`src/rtl/fetch_pkg.sv`:
```
// fetch_pkg -- shared definitions for the fetch-stage next-PC logic.
//   XLEN_DEF     : default PC / target width; also the width of redirect_t.target
//   RESET_PC_DEF : default PC value loaded on reset
//   PC_INC_DEF   : sequential fetch increment
//   CH_W_MAX     : width of the channel-index field carried in redirect_t
//   fetch_state_e: IDLE (no pending redirect) / HOLD (stalled redirect held)
//   redirect_t   : a resolved redirect {target, ch, misalign}
package fetch_pkg;

   localparam int          XLEN_DEF     = 32;
   localparam logic [31:0] RESET_PC_DEF = 32'h0000_0000;
   localparam int          PC_INC_DEF   = 4;
   localparam int          CH_W_MAX     = 8;

   typedef enum logic {
      IDLE = 1'b0,
      HOLD = 1'b1
   } fetch_state_e;

   typedef struct packed {
      logic [XLEN_DEF-1:0] target;
      logic [CH_W_MAX-1:0] ch;
      logic                misalign;
   } redirect_t;

endpackage

```
`src/rtl/fetch_redirect_sel.sv`:
```
// fetch_redirect_sel -- combinational redirect resolution.
//   Per channel the target is either the branch target as given or the JALR
//   sum (base + offset, bit0 cleared). The lowest-index valid channel wins.
//   Bit1 of the winning target is reported as misalign and forced to 0.
// Ports:
//   redir_valid_i   [NUM_CH]       per-channel request
//   redir_jalr_i    [NUM_CH]       1 = JALR, 0 = branch
//   redir_target_i  [NUM_CH*XLEN]  branch targets
//   jalr_base_i     [NUM_CH*XLEN]  JALR rs1 values
//   jalr_offset_i   [NUM_CH*XLEN]  JALR immediates
//   sel_o           redirect_t     winning redirect (zero when none valid)
//   any_valid_o     1              some channel is requesting
module fetch_redirect_sel
   import fetch_pkg::*;
#(
   parameter int XLEN   = XLEN_DEF,
   parameter int NUM_CH = 2
) (
   input  logic [NUM_CH-1:0]      redir_valid_i,
   input  logic [NUM_CH-1:0]      redir_jalr_i,
   input  logic [NUM_CH*XLEN-1:0] redir_target_i,
   input  logic [NUM_CH*XLEN-1:0] jalr_base_i,
   input  logic [NUM_CH*XLEN-1:0] jalr_offset_i,
   output redirect_t              sel_o,
   output logic                   any_valid_o
);

   logic [XLEN-1:0] raw_tgt;
   logic [XLEN-1:0] jalr_sum;

   // Scan from the highest index down so the lowest-index valid channel is
   // the last writer and therefore wins.
   always_comb begin
      sel_o       = '0;
      any_valid_o = 1'b0;
      raw_tgt     = '0;
      jalr_sum    = '0;
      for (int i = NUM_CH - 1; i >= 0; i--) begin
         if (redir_valid_i[i]) begin
            jalr_sum = jalr_base_i[i*XLEN +: XLEN] + jalr_offset_i[i*XLEN +: XLEN];
            if (redir_jalr_i[i]) begin
               raw_tgt = {jalr_sum[XLEN-1:1], 1'b0};
            end else begin
               raw_tgt = redir_target_i[i*XLEN +: XLEN];
            end
            any_valid_o    = 1'b1;
            sel_o.ch       = CH_W_MAX'(i);
            sel_o.misalign = raw_tgt[1];
            sel_o.target   = {raw_tgt[XLEN-1:2], 2'b00};
         end
      end
   end

endmodule

```
`src/rtl/fetch_pc_redirect.sv`:
```
// fetch_pc_redirect -- next-PC generator for the fetch stage.
//   Owns the PC register. Advances by PC_INC when pc_write=1, takes the
//   highest-priority redirect when one is presented, and parks a redirect
//   that arrives during a stall until pc_write returns.
//   XLEN must equal fetch_pkg::XLEN_DEF (width of redirect_t.target).
// Ports:
//   clk                 clock, rising edge
//   rstn                asynchronous reset, active HIGH despite the name
//   pc_write            1 = PC may advance, 0 = stall
//   redir_valid/jalr    per-channel request / JALR select
//   redir_target        branch targets, channel i at [i*XLEN +: XLEN]
//   jalr_base           JALR rs1 values
//   jalr_target_offset  JALR sign-extended immediates
//   pc_o                current fetch PC
//   redirect_taken_o    1-cycle pulse: pc_o loaded from a redirect
//   pending_o           a stalled redirect is held
//   misalign_o          1-cycle pulse: applied target had bit1 set
//   sel_ch_o            channel of the last applied redirect
module fetch_pc_redirect
   import fetch_pkg::*;
#(
   parameter int          XLEN     = XLEN_DEF,
   parameter int          NUM_CH   = 2,
   parameter logic [XLEN-1:0] RESET_PC = RESET_PC_DEF,
   parameter int          PC_INC   = PC_INC_DEF,
   localparam int         CH_W     = (NUM_CH > 1) ? $clog2(NUM_CH) : 1
) (
   input  logic                   clk,
   input  logic                   rstn,
   input  logic                   pc_write,
   input  logic [NUM_CH-1:0]      redir_valid,
   input  logic [NUM_CH-1:0]      redir_jalr,
   input  logic [NUM_CH*XLEN-1:0] redir_target,
   input  logic [NUM_CH*XLEN-1:0] jalr_base,
   input  logic [NUM_CH*XLEN-1:0] jalr_target_offset,
   output logic [XLEN-1:0]        pc_o,
   output logic                   redirect_taken_o,
   output logic                   pending_o,
   output logic                   misalign_o,
   output logic [CH_W-1:0]        sel_ch_o
);

   redirect_t    live_sel;
   logic         any_valid;

   fetch_state_e state_q, state_d;
   logic [XLEN-1:0] pc_q, pc_d;
   redirect_t    pend_q, pend_d;
   logic         taken_q, taken_d;
   logic         mis_q, mis_d;
   logic [CH_W-1:0] sel_ch_q, sel_ch_d;

   redirect_t    apply_r;
   logic         apply;

   fetch_redirect_sel #(
      .XLEN   (XLEN),
      .NUM_CH (NUM_CH)
   ) u_sel (
      .redir_valid_i  (redir_valid),
      .redir_jalr_i   (redir_jalr),
      .redir_target_i (redir_target),
      .jalr_base_i    (jalr_base),
      .jalr_offset_i  (jalr_target_offset),
      .sel_o          (live_sel),
      .any_valid_o    (any_valid)
   );

   always_comb begin
      state_d  = state_q;
      pc_d     = pc_q;
      pend_d   = pend_q;
      taken_d  = 1'b0;
      mis_d    = 1'b0;
      sel_ch_d = sel_ch_q;
      apply    = 1'b0;
      apply_r  = live_sel;

      if (pc_write) begin
         // A live redirect is younger than the held one and supersedes it.
         if (any_valid) begin
            apply   = 1'b1;
            apply_r = live_sel;
         end else if (state_q == HOLD) begin
            apply   = 1'b1;
            apply_r = pend_q;
         end else begin
            pc_d = pc_q + XLEN'(PC_INC);
         end
         state_d = IDLE;
      end else if (any_valid) begin
         // Stalled: park (or overwrite) the redirect, PC holds.
         pend_d  = live_sel;
         state_d = HOLD;
      end

      if (apply) begin
         pc_d     = apply_r.target;
         taken_d  = 1'b1;
         mis_d    = apply_r.misalign;
         sel_ch_d = apply_r.ch[CH_W-1:0];
      end
   end

   always_ff @(posedge clk or posedge rstn) begin
      if (rstn) begin
         state_q  <= IDLE;
         pc_q     <= RESET_PC;
         pend_q   <= '0;
         taken_q  <= 1'b0;
         mis_q    <= 1'b0;
         sel_ch_q <= '0;
      end else begin
         state_q  <= state_d;
         pc_q     <= pc_d;
         pend_q   <= pend_d;
         taken_q  <= taken_d;
         mis_q    <= mis_d;
         sel_ch_q <= sel_ch_d;
      end
   end

   assign pc_o             = pc_q;
   assign redirect_taken_o = taken_q;
   assign pending_o        = (state_q == HOLD);
   assign misalign_o       = mis_q;
   assign sel_ch_o         = sel_ch_q;

endmodule

```
`config.mk`:
```
export PLATFORM = sky130hd
export DESIGN_NAME = fetch_pc_redirect
export DESIGN_NICKNAME = d
export VERILOG_FILES = /design/src/rtl/fetch_pkg.sv /design/src/rtl/fetch_redirect_sel.sv /design/src/rtl/fetch_pc_redirect.sv
export SDC_FILE = /design/constraint.sdc
export NUM_CORES = 1
export LEC_CHECK = 0
export ABC_AREA = 1
export CAP_MARGIN = 20
export CELL_PAD_IN_SITES_DETAIL_PLACEMENT = 0
export CELL_PAD_IN_SITES_GLOBAL_PLACEMENT = 2
export CORE_MARGIN = 2
export CORE_UTILIZATION = 25
export DETAILED_ROUTE_END_ITERATION = 12
export PLACE_DENSITY_LB_ADDON = 0.1
export SLEW_MARGIN = 25
export SYNTH_ARGS = -nofsm -noshare
export SYNTH_HDL_FRONTEND = slang
export SYNTH_SLANG_ARGS = --single-unit
```
`constraint.sdc`:
```
create_clock -name clk -period 2.4 [get_ports clk]
set_input_delay 0.36 -clock clk [delete_from_list [all_inputs] [get_ports clk]]
set_output_delay 0.36 -clock clk [all_outputs]
set_load 0.005 [all_outputs]
```
==> Word level (Yosys, flattened, before mapping) <==
Index checks and enable logic that the tools add are counted.
{ "word_totals": {"regBits": 77, "wordCells": 38} }
{ "op_classes": {"reduce_logical": 4, "muxes": 20, "bitwise_logic": 1, "eq_ne": 2, "add_sub_neg": 3} }
{ "ops": {"columns": ["operator", "n"], "rows": [
  ["2-to-1 mux 41 bit", 5],
  ["2-to-1 mux 32 bit", 6],
  ["adder 32 bit", 2],
  ["adder 32 x 3 -> 32 bit, second input constant", 1],
  ["2-to-1 mux 1 bit", 9],
  ["inequality test 2 x 1 -> 1 bit, second input constant", 2],
  ["nonzero test 2 bit", 2],
  ["AND reduction 3 bit", 1],
  ["AND reduction 2 bit", 1],
  ["NOT 1 bit", 1]
]} }

==> Longest topological paths before layout <==
{ "logic_depth": {"ltp_word": 8, "ltp_mapped": 17} }

==> By module <==
From an unflattened synthesis, not the netlist that was laid out.
{ "unflattened": {"cells_unflattened": 1798, "area_unflattened_um2": 9828.2} }
{ "modules_own_cells": {"columns": ["mod", "n_inst", "seq_area_each_um2", "area_each_um2", "cells_each"], "rows": [
  ["fetch_redirect_sel", 1, 0.0, 5780.5, 1230],
  ["fetch_pc_redirect", 1, 1751.7, 4047.6, 568]
]} }

==> Least setup slack after synthesis <==
Ideal clock, no wire load.
{ "synth_path": {"path_type": "input port to flip-flop", "from": "input jalr_base[1]", "to": "register pc_q[16] (netlist: pc_o[16])", "n_path_buf": 0, "path_slack_ns": 0.478, "arrival_time_ns": 1.805, "cell_stages": 12, "cell_sequence": "inv_1 fa_1 o21ai_1 nand3_1 nand3_1 nand2_1 nand2_1 nor2_1 o21ai_1 nand3_1 nand2_1 nand2_1"} }
{ "synth_via": {"elab_chain_len": 7} }
{ "synth_rtl": {"columns": ["element", "line", "text"], "rows": [
  ["start, declared", "fetch_pc_redirect.sv:34", "input logic [NUM_CH*XLEN-1:0] jalr_base,"],
  ["adder 32 bit *", "fetch_redirect_sel.sv:40", "jalr_sum = jalr_base_i[i*XLEN +: XLEN] + jalr_offset_i[i*XLEN +: XLEN];"],
  ["2-to-1 mux 32 bit *", "fetch_redirect_sel.sv:41", "if (redir_jalr_i[i]) begin"],
  ["2-to-1 mux 41 bit *", "fetch_redirect_sel.sv:39", "if (redir_valid_i[i]) begin"],
  ["2-to-1 mux 41 bit", "fetch_pc_redirect.sv:84", "end else if (state_q == HOLD) begin"],
  ["2-to-1 mux 41 bit", "fetch_pc_redirect.sv:81", "if (any_valid) begin"],
  ["2-to-1 mux 41 bit *", "fetch_pc_redirect.sv:79", "if (pc_write) begin"],
  ["2-to-1 mux 32 bit *", "fetch_pc_redirect.sv:97", "if (apply) begin"],
  ["end signal, assigned", "fetch_pc_redirect.sv:115", "pc_q <= pc_d;"],
  ["end, declared", "fetch_pc_redirect.sv:47", "logic [XLEN-1:0] pc_q, pc_d;"]
]} }
Every way passes the cells marked *; elsewhere a longest branch is shown, timed or not.
A chain may end at the register's enable or synchronous reset.

==> Worst setup path in the final report <==
{ "layout_path": {"from": "input jalr_base[35]", "to": "register pc_q[8] (netlist: pc_o[8])"} }
{ "layout_via": {"elab_chain_len": 8} }
{ "layout_rtl": {"columns": ["element", "line"], "rows": [
  ["adder 32 bit *", "fetch_redirect_sel.sv:40"],
  ["2-to-1 mux 32 bit *", "fetch_redirect_sel.sv:41"],
  ["2-to-1 mux 41 bit * (2 in series)", "fetch_redirect_sel.sv:39"],
  ["2-to-1 mux 41 bit", "fetch_pc_redirect.sv:84"],
  ["2-to-1 mux 41 bit", "fetch_pc_redirect.sv:81"],
  ["2-to-1 mux 41 bit *", "fetch_pc_redirect.sv:79"],
  ["2-to-1 mux 32 bit *", "fetch_pc_redirect.sv:97"]
]} }
Marked as above.

==> impl_table.tex <==
\begin{tabular}{lr}
\hline
Metric & Value \\
\hline
\multicolumn{2}{l}{\textbf{CTS}} \\
\quad Clock tree from TritonCTS & built \\
\quad Later-pin clock latency in the skew report & 0.33 ns \\
\quad TritonCTS Buffers & 9 \\
\quad Clock Pin Slew Worst Setup and Hold Paths & 0.06 ns \\
\quad Max Root-Sink Buffers & 2 \\
\quad Clock Root Buffer & sky130\_fd\_sc\_hd\_\_clkbuf\_16 \\
\quad Number of levels in the clock H-tree & 3 \\
\quad Clock Sinks & 66 \\
\multicolumn{2}{l}{\textbf{Timing}} \\
\quad Worst slew slack as a fraction of its limit & 56.6\% \\
\quad Achievable frequency & 436 MHz \\
\quad Share of the clock period used by the worst path & 95.7\% \\
\quad Unrepaired setup endpoints after global routing & true \\
\quad Count of pins over their slew limit & 0 \\
\quad Shortest clock period the worst path allows after layout & 2.30 ns \\
\quad Fin. Hold Viols & 0 \\
\quad Setup skew after layout & 0.00580 ns \\
\quad Final setup violation count & 0 \\
\quad Actual transition at the worst max-transition pin & 0.645 ns \\
\multicolumn{2}{l}{\textbf{Die}} \\
\quad Overall die width & 194 um \\
\quad Area of the placeable core & 0.0356 mm2 \\
\quad Placement row count & 69 \\
\quad Number of top-level design ports & 235 \\
\quad Floorplan die area & 0.0376 mm2 \\
\quad Initial Util & 25.4\% \\
\quad Die Y & 194 um \\
\multicolumn{2}{l}{\textbf{Worst setup path}} \\
\quad CP Cell Sequence & clkdlybuf4s50\_1 -> ha\_1 -> a21oi\_1 -> nand2\_2 -> nand2\_1 -> nand2\_1 -> xor2\_1 -> o21ai\_0 -> buf\_4 -> nand4\_1 -> nand2\_1 -> inv\_1 \\
\quad Timing endpoint of the critical path & pc\_o[8] \\
\quad Setup crit start & jalr\_base[35] \\
\quad Slowest Stage Delay on Critical Path & 0.40 ns \\
\quad Required time at the worst-slack endpoint & 2.63 ns \\
\quad Path depth of the worst reg2reg path & 12 \\
\quad Critical-path maximum fanout & 4 \\
\quad End of the worst register-to-register path & pc\_o[20] \\
\quad Crit. path cell count & 12 \\
\quad Family with the most delay on the worst path & buffers and inverters \\
\quad Arr. time, crit path & 2.53 ns \\
\quad Element type at the critical path start & input port \\
\quad Slack of the worst reg-to-reg path & 0.23 ns \\
\quad CP max stage cell & sky130\_fd\_sc\_hd\_\_clkdlybuf4s50\_1 \\
\quad CP most frequent cell & sky130\_fd\_sc\_hd\_\_nand2\_1 \\
\quad Number of buffers and inverters on the critical path & 3 \\
\quad Crit Path Category & input port to register \\
\quad Beginning of the worst register-to-register path & pc\_o[2] \\
\quad Critical Path End Type & register \\
\multicolumn{2}{l}{\textbf{Routing}} \\
\quad Routed length on met2 & 17.8 mm \\
\quad Amount of wire on met3 after detailed routing & 1.63 mm \\
\quad Top routing layer used & met4 \\
\quad Final routed wirelength across all metal layers & 40.1 mm \\
\quad Overall via count from detail\_route & 11400 \\
\quad Avg Vias per Cell & 4.54 \\
\quad Routed met1 length & 20.0 mm \\
\quad Drc violations & 0 \\
\quad Iteration count of the initial detailed-routing pass & 5 \\
\quad Remaining antenna violation count & 0 \\
\quad Initial DRC count & 548 \\
\quad Detailed-route wire length per cell & 16.0 um \\
\multicolumn{2}{l}{\textbf{Yosys}} \\
\quad Top\_reg\_cell synth & sky130\_fd\_sc\_hd\_\_dfrtp\_1 \\
\quad Average size of a mapped cell & 5.57 um2 \\
\quad Sequential fraction of the synthesis area & 18.3\% \\
\quad Number of enable-type register cells in the synthesized netlist & 0 \\
\quad Share of flip-flops with an asynchronous set or reset after synthesis & 100\% \\
\quad Netlist area before placement & 0.00903 mm2 \\
\quad Post-Synthesis Cells & 1620 \\
\quad Count of yosys warnings during synthesis & 0 \\
\quad Synth cell types & 46 \\
\quad Flip-flop and latch count after synthesis & 66 \\
\multicolumn{2}{l}{\textbf{Finish}} \\
\quad Number of nets in the layout & 2301 \\
\quad Share of post-route cells with drive strength above 1 & 20.9\% \\
\quad Fin util & 40.8\% \\
\quad Non-Filler Cell Area, Final & 0.0145 mm2 \\
\quad Growth of design area from synthesis to finish & 60.7\% \\
\multicolumn{2}{l}{\textbf{GRT}} \\
\quad All-layer global routing usage & 21.0\% \\
\quad Maximum number of pins on one net before global-route repair & 50 \\
\quad Via count of the first global-routing pass & 11200 \\
\quad Global-route wire length before repair & 62.3 mm \\
\quad Antenna violations before repair & 1 \\
\quad Overflow left after global routing & 0 \\
\multicolumn{2}{l}{\textbf{Pwr}} \\
\quad Sequential fraction of design power & 25.2\% \\
\quad Fraction of power spent switching nets & 40.2\% \\
\quad Total power draw & 0.00589 W \\
\quad Worst vdd rail ir drop & 264 uV \\
\quad Static power due to leakage & 7.45 nW \\
\quad Internal portion of total power & 0.00352 W \\
\quad Share of total power in combinational logic & 53.4\% \\
\quad NetSw & 0.00237 W \\
\quad Pwr per Cell Area & 406 mW/mm2 \\
\quad Portion of total power attributed to the clock network & 21.4\% \\
\multicolumn{2}{l}{\textbf{Placement}} \\
\quad Estimated wirelength of the detail-placed design & 34.0 mm \\
\quad Final weighted congestion in routability-driven placement & 0.858 \\
\quad DP Area & 0.0134 mm2 \\
\quad Port-buffer cells & 230 \\
\multicolumn{2}{l}{\textbf{Min path}} \\
\quad Hold WC Path Type & input port to asynchronous set/reset pin \\
\multicolumn{2}{l}{\textbf{Run}} \\
\quad Max\_cap viols & 0 \\
\multicolumn{2}{l}{\textbf{Status}} \\
\quad Outcome & complete, no violations \\
\hline
\end{tabular}
==> per-layer routing <==
layer,vias up,GRT usage [%]
met5,-,0
met4,0,4.88
met3,30,1.95
met2,279,33.9
met1,5126,30.1
li1,5953,-
==> synth_stat cells, types with 2 or more instances <==
master                     count  area (um2)
sky130_fd_sc_hd__a21o_1        3        22.5
sky130_fd_sc_hd__a21oi_1      80         400
sky130_fd_sc_hd__a22o_1        2        17.5
sky130_fd_sc_hd__a31oi_1      14        87.6
sky130_fd_sc_hd__buf_1         4        15.0
sky130_fd_sc_hd__buf_2         8        40.0
sky130_fd_sc_hd__buf_4         3        22.5
sky130_fd_sc_hd__clkbuf_1     20        75.1
sky130_fd_sc_hd__clkinv_1      3        11.3
sky130_fd_sc_hd__dfrtp_1      66        1650
sky130_fd_sc_hd__fa_1          2        40.0
sky130_fd_sc_hd__ha_1         61         763
sky130_fd_sc_hd__inv_1       240         901
sky130_fd_sc_hd__inv_2         7        26.3
sky130_fd_sc_hd__nand2_1     527        1980
sky130_fd_sc_hd__nand2_2       4        25.0
sky130_fd_sc_hd__nand3_1     120         601
sky130_fd_sc_hd__nand3_2       2        20.0
sky130_fd_sc_hd__nand4_1      17         106
sky130_fd_sc_hd__nor2_1      238         893
sky130_fd_sc_hd__nor2_2        8        50.1
sky130_fd_sc_hd__nor2_4        7        78.8
sky130_fd_sc_hd__nor3_1        9        45.0
sky130_fd_sc_hd__nor3_4        2        32.5
sky130_fd_sc_hd__nor4_1        4        25.0
sky130_fd_sc_hd__o211ai_1      6        45.0
sky130_fd_sc_hd__o21ai_0      80         400
sky130_fd_sc_hd__o21ai_1      20         100
sky130_fd_sc_hd__o21bai_1     10        75.1
sky130_fd_sc_hd__o221ai_1      2        17.5
sky130_fd_sc_hd__o22ai_1       3        18.8
sky130_fd_sc_hd__xnor2_1       4        35.0
sky130_fd_sc_hd__xor2_1       31         272
==> layout by cell type (no fill, tap or decap), types with 17 or more instances in the layout <==
cell                              synthesis  layout
sky130_fd_sc_hd__dfrtp_1                 66      66
sky130_fd_sc_hd__ha_4                     0      21
sky130_fd_sc_hd__o21ai_0                 80      58
sky130_fd_sc_hd__buf_4                    3     204
sky130_fd_sc_hd__clkdlybuf4s50_1          0     214
sky130_fd_sc_hd__nor2_1                 238     224
sky130_fd_sc_hd__nand4_1                 17      17
sky130_fd_sc_hd__a21oi_1                 80      46
sky130_fd_sc_hd__nand3_2                  2      21
sky130_fd_sc_hd__nand2_1                527     477
sky130_fd_sc_hd__nand3_1                120      99
sky130_fd_sc_hd__ha_1                    61      38
sky130_fd_sc_hd__nor2_2                   8      19
sky130_fd_sc_hd__xor2_1                  31      31
sky130_fd_sc_hd__a21oi_2                  0      34
sky130_fd_sc_hd__inv_1                  240     235
sky130_fd_sc_hd__o21ai_1                 20      32
sky130_fd_sc_hd__nand2_2                  4      53
==> how the worst min path moves through the flow <==
stage	startpoint	to	slack, ns	cells after the start
2_1_floorplan	pend_q[37]	pend_q[37]	0.44	2
3_3_place_gp	pend_q[37]	pend_q[37]	0.46	2
3_5_place_dp	pend_q[37]	pend_q[37]	0.46	2
4_1_cts	rstn	pc_o[17]	0.42	3
5_1_grt	rstn	pend_q[13]	0.47	3
6_report	rstn	pend_q[13]	0.40	3
==> area by class of cell <==
type / count / area [um2]
Clock inverter: 6 / 42.5
Timing Repair Buffer: 443 / 4020
Fill cell: 3942 / 21100
Inverter: 250 / 938
Clock buffer: 10 / 239
Antenna cell: 1 / 2.50
Tap cell: 461 / 577
Multi-Input combinational cell: 1269 / 7040
Sequential cell: 66 / 1650
==> sequential cells by signal (all words and copies together) (netlist names) <==
| register | cells |
|---|---|
| pc_o | 30 |
| pend_q | 32 |
| redirect_taken_o | 1 |
| misalign_o | 1 |
| pending_o | 1 |
| sel_ch_o | 1 |
==> cells by family (layout without fill, tap and decap cells) <==
kind of cell | after synthesis | count (layout) | share of synthesized area [%]
AO/OA/AOI/OAI | 223 | 223 | 13.4
XOR/XNOR | 35 | 35 | 3.40
adder cells (fa/ha/maj) | 63 | 63 | 8.90
buffers and inverters | 286 | 709 | 12.2
flip-flops | 66 | 66 | 18.3
other | 1 | 3 | 0.0415
AND/OR/NAND/NOR | 946 | 946 | 43.8
==> stage by stage <==
step | worst slack (ns) | hold WS (ns) | cells | setup TNS (ns)
after detailed placement | -0.564 | 0.464 | 2486 | -18.24
final | 0.104 | 0.405 | 2506 | 0
after global placement | -0.592 | 0.458 | 2486 | -17.63
after global routing | -0.0226 | 0.469 | 2506 | -0.117
after floorplan | 0.385 | 0.444 | 1621 | 0
after CTS | 0.00268 | 0.423 | 2502 | 0
==> power groups by stage <==
stage,Sequential (W),Combinational (W),Clock (W)
after global placement,0.00150,0.00292,0
after global routing,0.00151,0.00351,0.00134
final,0.00148,0.00315,0.00126
after CTS,0.00148,0.00296,0.00129
after floorplan,0.00145,0.00141,0
after detailed placement,0.00150,0.00292,0
==> worst min-delay path: stages <==
cell and delay (ns):
sky130_fd_sc_hd__clkdlybuf4s50_1 0.41, sky130_fd_sc_hd__inv_2 0.09, sky130_fd_sc_hd__buf_12 0.27
==> repair_timing <==
item                                    CTS  global route
hold buffers                              0             0
pin swaps                                 4            42
setup buffers                             0             3
gates resized for setup                  28           180
endpoints found under the setup margin   24            49
Note: power is estimated with default switching activity, not from simulation.
